$ cat config.mk
export PLATFORM = sky130hd
export DESIGN_NAME = aipp_precharge_sequencer
export DESIGN_NICKNAME = d
export VERILOG_FILES = /design/src/rtl/aipp_pkg.sv /design/src/rtl/aipp_us_timer.sv /design/src/rtl/aipp_precharge_sequencer.sv
export SDC_FILE = /design/constraint.sdc
export NUM_CORES = 1
export LEC_CHECK = 0
export CORE_ASPECT_RATIO = 1.1
export CORE_MARGIN = 2
export CORE_UTILIZATION = 40
export DETAILED_ROUTE_END_ITERATION = 10
export DONT_BUFFER_PORTS = 1
export PLACE_DENSITY = 0.58
export SYNTH_ARGS = -nofsm -noshare
export SYNTH_HDL_FRONTEND = slang
export SYNTH_SLANG_ARGS = --single-unit
$ cat constraint.sdc
create_clock -name clk -period 11.8 [get_ports clk]
set_input_delay 2.36 -clock clk [delete_from_list [all_inputs] [get_ports clk]]
set_output_delay 2.36 -clock clk [all_outputs]
set_load 0.01 [all_outputs]
$ cat src/rtl/aipp_pkg.sv
// Shared AIPP definitions: sequencer state encoding, opcode and default voltage limits.
package aipp_pkg;

    typedef enum logic [1:0] {
        IDLE   = 2'b00,
        DELAY  = 2'b01,
        RAMP   = 2'b10,
        SETTLE = 2'b11
    } aipp_state_e;

    localparam logic [7:0] AIPP_OP_PRECHARGE = 8'h10;

    localparam int unsigned AIPP_V_MIN_MV = 600;
    localparam int unsigned AIPP_V_MAX_MV = 1200;
    localparam int unsigned AIPP_V_RST_MV = 750;

endpackage

$ cat src/rtl/aipp_us_timer.sv
// Microsecond timer: prescaler plus 32-bit us counter; expire_c flags the last cycle of the interval.
module aipp_us_timer #(
    parameter int unsigned CYC_PER_US = 1000
) (
    input  logic        clk,
    input  logic        rst,
    input  logic        load,
    input  logic        clear,
    input  logic [31:0] limit,
    output logic        expire_c
);
    localparam int unsigned PW = (CYC_PER_US > 1) ? $clog2(CYC_PER_US) : 1;

    logic [PW-1:0] pre_q, pre_d;
    logic [31:0]   us_q, us_d;
    logic [31:0]   lim_q, lim_d;
    logic          run_q, run_d;
    logic          wrap;

    // A microsecond closes on prescaler wrap; the interval ends on the wrap that reaches the limit.
    assign wrap     = run_q && (pre_q == PW'(CYC_PER_US - 1));
    assign expire_c = wrap && ((us_q + 32'd1) == lim_q);

    // Next-state: count while running, load restarts from zero, clear stops.
    always_comb begin
        pre_d = pre_q;
        us_d  = us_q;
        lim_d = lim_q;
        run_d = run_q;
        if (run_q) begin
            if (wrap) begin
                pre_d = '0;
                us_d  = us_q + 32'd1;
            end else begin
                pre_d = pre_q + PW'(1);
            end
            if (expire_c) begin
                run_d = 1'b0;
            end
        end
        if (clear) begin
            run_d = 1'b0;
            pre_d = '0;
            us_d  = '0;
        end
        if (load) begin
            run_d = 1'b1;
            pre_d = '0;
            us_d  = '0;
            lim_d = limit;
        end
    end

    // Timer registers.
    always_ff @(posedge clk) begin
        if (rst) begin
            pre_q <= '0;
            us_q  <= '0;
            lim_q <= '0;
            run_q <= 1'b0;
        end else begin
            pre_q <= pre_d;
            us_q  <= us_d;
            lim_q <= lim_d;
            run_q <= run_d;
        end
    end

endmodule

$ cat src/rtl/aipp_precharge_sequencer.sv
// Pre-charge sequencer: delay, bounded-step VRM setpoint ramp, then wait for power-good.
module aipp_precharge_sequencer
    import aipp_pkg::*;
#(
    parameter int unsigned CYC_PER_US   = 1000,
    parameter int unsigned VSTEP_MV     = 10,
    parameter int unsigned STEP_CYC     = 50,
    parameter int unsigned V_MIN_MV     = AIPP_V_MIN_MV,
    parameter int unsigned V_MAX_MV     = AIPP_V_MAX_MV,
    parameter int unsigned V_RST_MV     = AIPP_V_RST_MV,
    parameter int unsigned MAX_DELAY_US = 10000,
    parameter int unsigned SETTLE_TO_US = 20
) (
    input  logic        clk,
    input  logic        rst,
    input  logic        trig_in,
    input  logic [31:0] delay_us,
    input  logic [31:0] voltage_mv,
    input  logic        abort,
    input  logic        vrm_pgood,
    output logic [15:0] vrm_sp_mv,
    output logic        vrm_sp_vld,
    output logic        busy,
    output logic        done,
    output logic        err,
    output logic        overrun
);
    localparam logic [15:0] VSTEP16   = 16'(VSTEP_MV);
    localparam logic [15:0] STEP_LAST = 16'(STEP_CYC - 1);

    aipp_state_e state_q, state_d;
    logic [15:0] sp_q, sp_d;
    logic [15:0] tgt_q, tgt_d;
    logic [15:0] step_cnt_q, step_cnt_d;
    logic        vld_q, vld_d;
    logic        busy_q, busy_d;
    logic        done_q, done_d;
    logic        err_q, err_d;
    logic        ovr_q, ovr_d;

    logic        tmr_load, tmr_clear, tmr_expire_c;
    logic [31:0] tmr_limit;
    logic        cmd_ok, ramp_go, settle_go;
    logic [15:0] diff, step_amt;

    // Both operands are range-checked at full 32-bit width before the target is truncated.
    assign cmd_ok = (delay_us <= 32'(MAX_DELAY_US)) &&
                    (voltage_mv >= 32'(V_MIN_MV)) &&
                    (voltage_mv <= 32'(V_MAX_MV));

    // One timer serves both the commanded delay and the power-good timeout.
    aipp_us_timer #(
        .CYC_PER_US(CYC_PER_US)
    ) u_timer (
        .clk     (clk),
        .rst     (rst),
        .load    (tmr_load),
        .clear   (tmr_clear),
        .limit   (tmr_limit),
        .expire_c(tmr_expire_c)
    );

    // Next-state and output logic; abort is applied last so it overrides completion and steps.
    always_comb begin
        state_d    = state_q;
        sp_d       = sp_q;
        tgt_d      = tgt_q;
        step_cnt_d = step_cnt_q;
        vld_d      = 1'b0;
        done_d     = 1'b0;
        err_d      = 1'b0;
        ovr_d      = trig_in && (state_q != IDLE);
        busy_d     = 1'b0;
        tmr_load   = 1'b0;
        tmr_clear  = 1'b0;
        tmr_limit  = '0;
        ramp_go    = 1'b0;
        settle_go  = 1'b0;
        diff       = '0;
        step_amt   = '0;

        unique case (state_q)
            IDLE: begin
                if (trig_in) begin
                    if (!cmd_ok) begin
                        err_d = 1'b1;
                    end else begin
                        tgt_d = voltage_mv[15:0];
                        if (delay_us == 32'd0) begin
                            ramp_go = 1'b1;
                        end else begin
                            state_d   = DELAY;
                            tmr_load  = 1'b1;
                            tmr_limit = delay_us;
                        end
                    end
                end
            end
            DELAY: begin
                if (tmr_expire_c) begin
                    tmr_clear = 1'b1;
                    ramp_go   = 1'b1;
                end
            end
            RAMP: begin
                if (step_cnt_q == STEP_LAST) begin
                    step_cnt_d = '0;
                    if (tgt_q > sp_q) begin
                        diff     = tgt_q - sp_q;
                        step_amt = (diff > VSTEP16) ? VSTEP16 : diff;
                        sp_d     = sp_q + step_amt;
                    end else begin
                        diff     = sp_q - tgt_q;
                        step_amt = (diff > VSTEP16) ? VSTEP16 : diff;
                        sp_d     = sp_q - step_amt;
                    end
                    vld_d = 1'b1;
                    if (sp_d == tgt_q) begin
                        settle_go = 1'b1;
                    end
                end else begin
                    step_cnt_d = step_cnt_q + 16'd1;
                end
            end
            SETTLE: begin
                if (vrm_pgood) begin
                    done_d    = 1'b1;
                    state_d   = IDLE;
                    tmr_clear = 1'b1;
                end else if (tmr_expire_c) begin
                    err_d     = 1'b1;
                    state_d   = IDLE;
                    tmr_clear = 1'b1;
                end
            end
            default: state_d = IDLE;
        endcase

        // Entering the ramp with the setpoint already on target skips straight to settling.
        if (ramp_go) begin
            step_cnt_d = '0;
            if (tgt_d == sp_q) begin
                settle_go = 1'b1;
            end else begin
                state_d = RAMP;
            end
        end

        if (settle_go) begin
            state_d   = SETTLE;
            tmr_load  = 1'b1;
            tmr_limit = 32'(SETTLE_TO_US);
        end

        if (abort && (state_q != IDLE)) begin
            state_d    = IDLE;
            sp_d       = sp_q;
            step_cnt_d = '0;
            vld_d      = 1'b0;
            done_d     = 1'b0;
            err_d      = 1'b0;
            tmr_load   = 1'b0;
            tmr_clear  = 1'b1;
        end

        busy_d = (state_d != IDLE);
    end

    // State and registered outputs.
    always_ff @(posedge clk) begin
        if (rst) begin
            state_q    <= IDLE;
            sp_q       <= 16'(V_RST_MV);
            tgt_q      <= '0;
            step_cnt_q <= '0;
            vld_q      <= 1'b0;
            busy_q     <= 1'b0;
            done_q     <= 1'b0;
            err_q      <= 1'b0;
            ovr_q      <= 1'b0;
        end else begin
            state_q    <= state_d;
            sp_q       <= sp_d;
            tgt_q      <= tgt_d;
            step_cnt_q <= step_cnt_d;
            vld_q      <= vld_d;
            busy_q     <= busy_d;
            done_q     <= done_d;
            err_q      <= err_d;
            ovr_q      <= ovr_d;
        end
    end

    assign vrm_sp_mv  = sp_q;
    assign vrm_sp_vld = vld_q;
    assign busy       = busy_q;
    assign done       = done_q;
    assign err        = err_q;
    assign overrun    = ovr_q;

endmodule

==> flow_summary.toml, run 1 <==
[pwr]
p_total_uw = 1040
power.density_nw_per_um2 = 92.8
p_leak_uw = 0.00411
irDropWorstVdd_mv = 0.0857

[routing]
wire_per_inst_um = 19.9
drtIter0Drc = 676
wl_um = 32800
drcViolationCount = 0
routed-via-count = 9789
first_pass_iters = 5
via_per_inst = 5.95
ant_nets = 0

[grt]
grtUsageTotal_pct = 24.1
met3_usage_pct = 4.34
grt_pass1_vias = 9458
grt_max_degree = 43
antenna_found_initial = 0
grt_overflow = 0
globalRouteMet1Util_pct = 30.9
busiest_layer = "met2"
grt_pass1_wl_um = 51700
met2_usage_pct = 39.0

[min_path]
hold_end = "u_timer.lim_q[26]$_SDFFE_PP0P_"
hp-start = "u_timer.lim_q[26]$_SDFFE_PP0P_"
hold_path_class = "reg2reg"
hold_depth = 1

[setup_path]
cp_max_fo = 30
crit-reg2reg-launch = "vrm_sp_mv[7]$_SDFFE_PP1P_"
rr_worst_depth = 22
rrSetupSlack_ns = 2.75
crit_path_end_kind = "flip-flop"
critical_path_class = "reg2reg"
start_kind = "flip-flop"
worstPathRequired_ns = 12.12
reg2reg_to = "u_timer.lim_q[0]$_SDFFE_PP0P_"
cp.arrival_ns = 9.37

[timing]
fmax_mhz = 110
setup_violations = 0
fin_setup_tns_ns = 0
worstMarginPinSlew_ns = 1.43
rsz0062_at_grt = "false"
slew_viol_final = 0
final.setup_skew_ns = 0.0183
hold_viol_final = 0
fin_crit_ns = 9.05
period_share_pct = 76.7
slew_headroom_pct = 2.10

[outcome]
violations = "capacitance limit"
status = "complete, but fails checks"

[finish]
nNetsFinal = 1412
antenna_cells = 0
drive_gt1_share_pct = 4.47
stdcell_area_um2 = 11200
finalNonFillerCells = 1644
fin_util_pct = 44.1
area_growth_pct = 7.92

[floorplan]
die_w_um = 157
die_area_um2 = 27200
start_util_pct = 40.8
io_pins = 90
fp-row-count = 61
core_area_um2 = 25300
fp.dieH_um = 173

[logic_synthesis]
syn_area_um2 = 10300
yosysMostFrequentCell = "nor2_1"
yosys_warnings = 0
synth_cell_type_count = 84
syn-instance-count = 1326
synth-edff-count = 0
synth_flop_cell = "dfxtp_1"
avgSynthCellArea_um2 = 7.81
synth_nets = 1453
ys_seq_area_share_pct = 25.1
yosysTopAreaCell = "dfxtp_1"
synth_common_cells = "nor2_1, dfxtp_1, nand2_1, xnor2_1, a21oi_1"
yosys_register_bits = 130
synth_top_area_share_pct = 25.1
async_flop_share_pct = 0
synth_area_leaders = "dfxtp_1, ha_1, xnor2_1"

[clock_network]
numCtsBuffers = 17
htree_levels = 4
path_clk_slew_ns = 0.07
holdBufCountCts = 0
cts_root_buffer = "clkbuf_16"
cts.sinks = 130
cts_resized = 0
worst_skew_pair.late_latency_ns = 0.43
postCtsSetupBuffers = 0
cts_tree = "done"
clockBufferDepth = 2

[place]
place_inst = 1612
gp_congestion = 0.964
portBuffers = 0
postPlaceCellArea_um2 = 10500
hpwlAfterDp_um = 25200

[run]
max-cap-violations = 1
power breakdown:
group	internal, µW	leakage [µW]	total (µW)	switching (µW)
clock network	346	0.000303	584	238
registers	439	0.00105	439	0.160
logic	4.17	0.00276	13.6	9.44
total	789	0.00411	1040	248
area by class of cell:
cell class | count | area [µm²]
Sequential cell | 130 | 2600
Inverter | 63 | 236
Clock buffer | 18 | 439
Multi-Input combinational cell | 1070 | 7240
Timing Repair Buffer | 3 | 22.5
Clock inverter | 14 | 194
Tap cell | 346 | 433
Fill cell | 2673 | 14200
flip-flops by register name (all words and copies together), names as in the netlist, 2 cells and up:
signal / cells
u_timer.us_q: 32
step_cnt_q: 16
tgt_q: 16
state_q: 2
u_timer.pre_q: 10
u_timer.lim_q: 32
vrm_sp_mv: 16
kinds of logic (layout without fill, tap and decap cells):
family          Yosys count  count (layout)  synth area share [%]
simple gates            550             550                  28.1
compound gates          313             313                  21.0
xor+xnor                134             134                  12.0
flops                   130             130                  25.1
buf+inv                 126              98                  4.99
fa+ha+maj                58              58                  7.23
mux                      15              15                  1.49
metal layers:
layer	up-vias	part of all wire [%]	routed length [µm]
met5	-	0	0
met4	0	4.7	1530
met3	77	5.0	1650
met2	287	46	15200
met1	4646	44	14400
li1	4779	-	-
cells in the final DEF, fill, tap and decap left out, drive strengths merged, types with 13 or more instances in the layout:
cell type | Yosys | final
dfxtp | 130 | 130
or4 | 18 | 18
and3 | 14 | 14
nor2 | 149 | 149
ha | 55 | 55
xor2 | 52 | 52
nor2b | 16 | 16
o31ai | 16 | 16
o21ai | 54 | 54
o211ai | 17 | 17
nand3 | 39 | 39
or3 | 14 | 14
a21oi | 70 | 70
nand4 | 32 | 32
nor4 | 30 | 30
inv | 62 | 68
a21o | 16 | 16
xnor2 | 77 | 77
nor3 | 54 | 54
and4 | 14 | 14
clkbuf | 40 | 18
and2 | 25 | 25
o22ai | 13 | 13
nand2 | 91 | 91
how the worst max path moves through the flow:
stage / from / to / slack, ns / depth (start not counted)
finish: vrm_sp_mv[7]$_SDFFE_PP1P_ / u_timer.lim_q[0]$_SDFFE_PP0P_ / 2.75 / 22
detailed placement: vrm_sp_mv[7]$_SDFFE_PP1P_ / u_timer.lim_q[9]$_SDFFE_PP0P_ / 3.06 / 22
floorplan: vrm_sp_mv[1]$_SDFFE_PP1P_ / u_timer.lim_q[10]$_SDFFE_PP0P_ / 5.04 / 28
global route: vrm_sp_mv[2]$_SDFFE_PP1P_ / u_timer.lim_q[3]$_SDFFE_PP0P_ / 2.61 / 22
global placement: vrm_sp_mv[7]$_SDFFE_PP1P_ / u_timer.lim_q[13]$_SDFFE_PP0P_ / 3.00 / 22
CTS: vrm_sp_mv[7]$_SDFFE_PP1P_ / u_timer.lim_q[3]$_SDFFE_PP0P_ / 2.97 / 22
metrics by stage:
stage	worst slack, ns	hold WS (ns)
after floorplan	5.04	0.445
after global routing	2.61	0.497
after detailed placement	3.06	0.465
after global placement	3.00	0.459
final	2.75	0.481
after CTS	2.97	0.484
critical path, cell delays in order (launching register included):
cell	delay [ns]
dfxtp_1	0.51
inv_1	0.14
ha_1	0.52
a21oi_1	0.42
o21ai_1	0.18
a222oi_1	0.40
and4_1	0.25
o2111ai_1	0.16
nor4_1	1.00
nand2b_1	0.14
ha_1	0.36
o22a_1	0.24
fa_1	0.45
nand2b_1	0.17
a21oi_1	0.42
a21oi_1	0.16
xnor2_1	0.20
a2111oi_0	1.19
nand4_1	0.16
or4_1	0.55
nor4_1	0.54
o32ai_4	0.42
a22o_1	0.34
(Power assumes the default switching activity.)
==> run 2: changes to the inputs <==
- PLACE_DENSITY: 0.58 -> 0.6
- clock period: 11.8 -> 7.7 ns (I/O delays scaled with it)
==> run 2 against run 1 <==
Effect of this change: the flow now finishes without violations; global-route usage decreased by 0.52 points; cell area increased by 2.2%; highest routed layer unchanged; critical path depth increased by 1.
==> flow_summary.toml, run 2 (same netlist as run 1, synthesis figures left out) <==
[outcome]
status = "finished clean"

[clock_network]
numCtsBuffers = 17
worst_skew_pair.late_latency_ns = 0.44
cts_root_buffer = "clkbuf_16"
cts_tree = "done"
postCtsSetupBuffers = 0
htree_levels = 4
clockBufferDepth = 2
cts.sinks = 130
path_clk_slew_ns = 0.06

[routing]
via_per_inst = 5.98
drcViolationCount = 0
wire_per_inst_um = 19.4
wl_um = 32300
first_pass_iters = 5
routed-via-count = 9970
ant_nets = 0
drtIter0Drc = 651

[grt]
grt_max_degree = 43
grt_pass1_wl_um = 51000
grtUsageTotal_pct = 23.6
antenna_found_initial = 0
grt_overflow = 0
grt_pass1_vias = 9519

[setup_path]
cp_max_fo = 42
cp_slowest_stage_delay_ns = 0.60
cp_cell_sequence = "inv_1 -> ha_1 -> o211a_1 -> a21boi_0 -> o221ai_1 -> a21oi_1 -> o2111ai_1 -> or4_1 -> buf_4 -> o31ai_1 -> o21ai_0 -> ha_1 -> o21ai_0 -> a21oi_1 -> o21ai_1 -> a21oi_1 -> and3_1 -> a311o_1 -> or4_1 -> or4_1 -> nand4_1 -> buf_12 -> nor3_1"
cp.arrival_ns = 7.51
worstPathRequired_ns = 7.99
critical_path_class = "reg2reg"
cp_top_family = "compound AO/OA/AOI/OAI gates"
path_buf_inv = 3
slowest_stage = "or4_1"
crit-reg2reg-launch = "vrm_sp_mv[2]$_SDFFE_PP1P_"
start_kind = "flip-flop"
crit_path_end_kind = "flip-flop"
startpoint = "vrm_sp_mv[2]$_SDFFE_PP1P_"

[timing]
final.setup_skew_ns = 0.0130
hold_slack_ns = 0.479
worstMarginPinSlew_ns = 1.19
fin_setup_tns_ns = 0
slew_headroom_pct = 20.1
setup_violations = 0
slew_viol_final = 0
period_share_pct = 93.7
hold_viol_final = 0
fin_crit_ns = 7.21
fmax_mhz = 139
rsz0062_at_grt = "false"

[pwr]
irDropWorstVdd_mv = 0.108
p_leak_uw = 0.00426
power.density_nw_per_um2 = 143

[finish]
fin_util_pct = 45.0
reg_top3 = "u_timer.lim_q: 32 flops, u_timer.us_q: 32 flops"
nFillCells = 2636
drive_gt1_share_pct = 6.20
final_common_cell = "nor2_1"
stdcell_area_um2 = 11400
area_growth_pct = 10.3
antenna_cells = 0
layout_common_cells = "nor2_1, dfxtp_1, nand2_1"
nNetsFinal = 1436

[place]
postPlaceCellArea_um2 = 10700
hpwlAfterDp_um = 24900
gp_congestion = 1.01
portBuffers = 0

[floorplan]
io_pins = 90
fp-row-count = 61
fp.dieH_um = 173
die_area_um2 = 27200
start_util_pct = 40.8
die_w_um = 157
core_area_um2 = 25300

[min_path]
hp-start = "u_timer.lim_q[17]$_SDFFE_PP0P_"
hold_path_class = "reg2reg"

[run]
max-cap-violations = 0
==> run 2: routing by layer <==
layer,part of all wire [%],global-route usage (%)
met4,4.2,11.1
met3,5.9,4.01
met5,0,0
met2,47,38.3
met1,43,30.3
==> run 2: cell type report <==
cell class | count | area (µm²) | share of cell area, %
Clock buffer | 21 | 470 | 4.12
Clock inverter | 11 | 198 | 1.73
Inverter | 63 | 236 | 2.07
Multi-Input combinational cell | 1070 | 7250 | 63.5
Sequential cell | 130 | 2600 | 22.8
Tap cell | 346 | 433 | 3.79
Timing Repair Buffer | 27 | 228 | 2.00
==> run 2: power by group <==
group | switching (µW) | total, µW | internal (µW)
sequential | 0.270 | 673 | 673
combinational | 13.9 | 22.4 | 8.46
clock | 331 | 934 | 604
==> run 2: worst paths after layout <==
check,cells after the start,slack (ns),to
hold reg to reg,1,0.48,u_timer.lim_q[17]$_SDFFE_PP0P_
setup / recovery,23,0.49,u_timer.pre_q[8]$_SDFFE_PP0P_
hold / removal,1,0.48,u_timer.lim_q[17]$_SDFFE_PP0P_
setup reg to reg,23,0.49,u_timer.pre_q[8]$_SDFFE_PP0P_
==> run 2: per-stage QoR <==
stage                     std cells  worst slack (ns)  total power [µW]
after floorplan                1326             0.945               705
after global placement         1636             0.522               711
after detailed placement       1636             0.475               711
after CTS                      1668             0.450              1650
after global routing           1668            0.0276              1670
final                          1668             0.485              1630
==> run 2: timing repair <==
item                                    in CTS  in global routing
endpoints found under the hold margin        0                  0
resized for setup                            0                  1
hold buffers                                 0                  0
endpoints found under the setup margin       0                 72
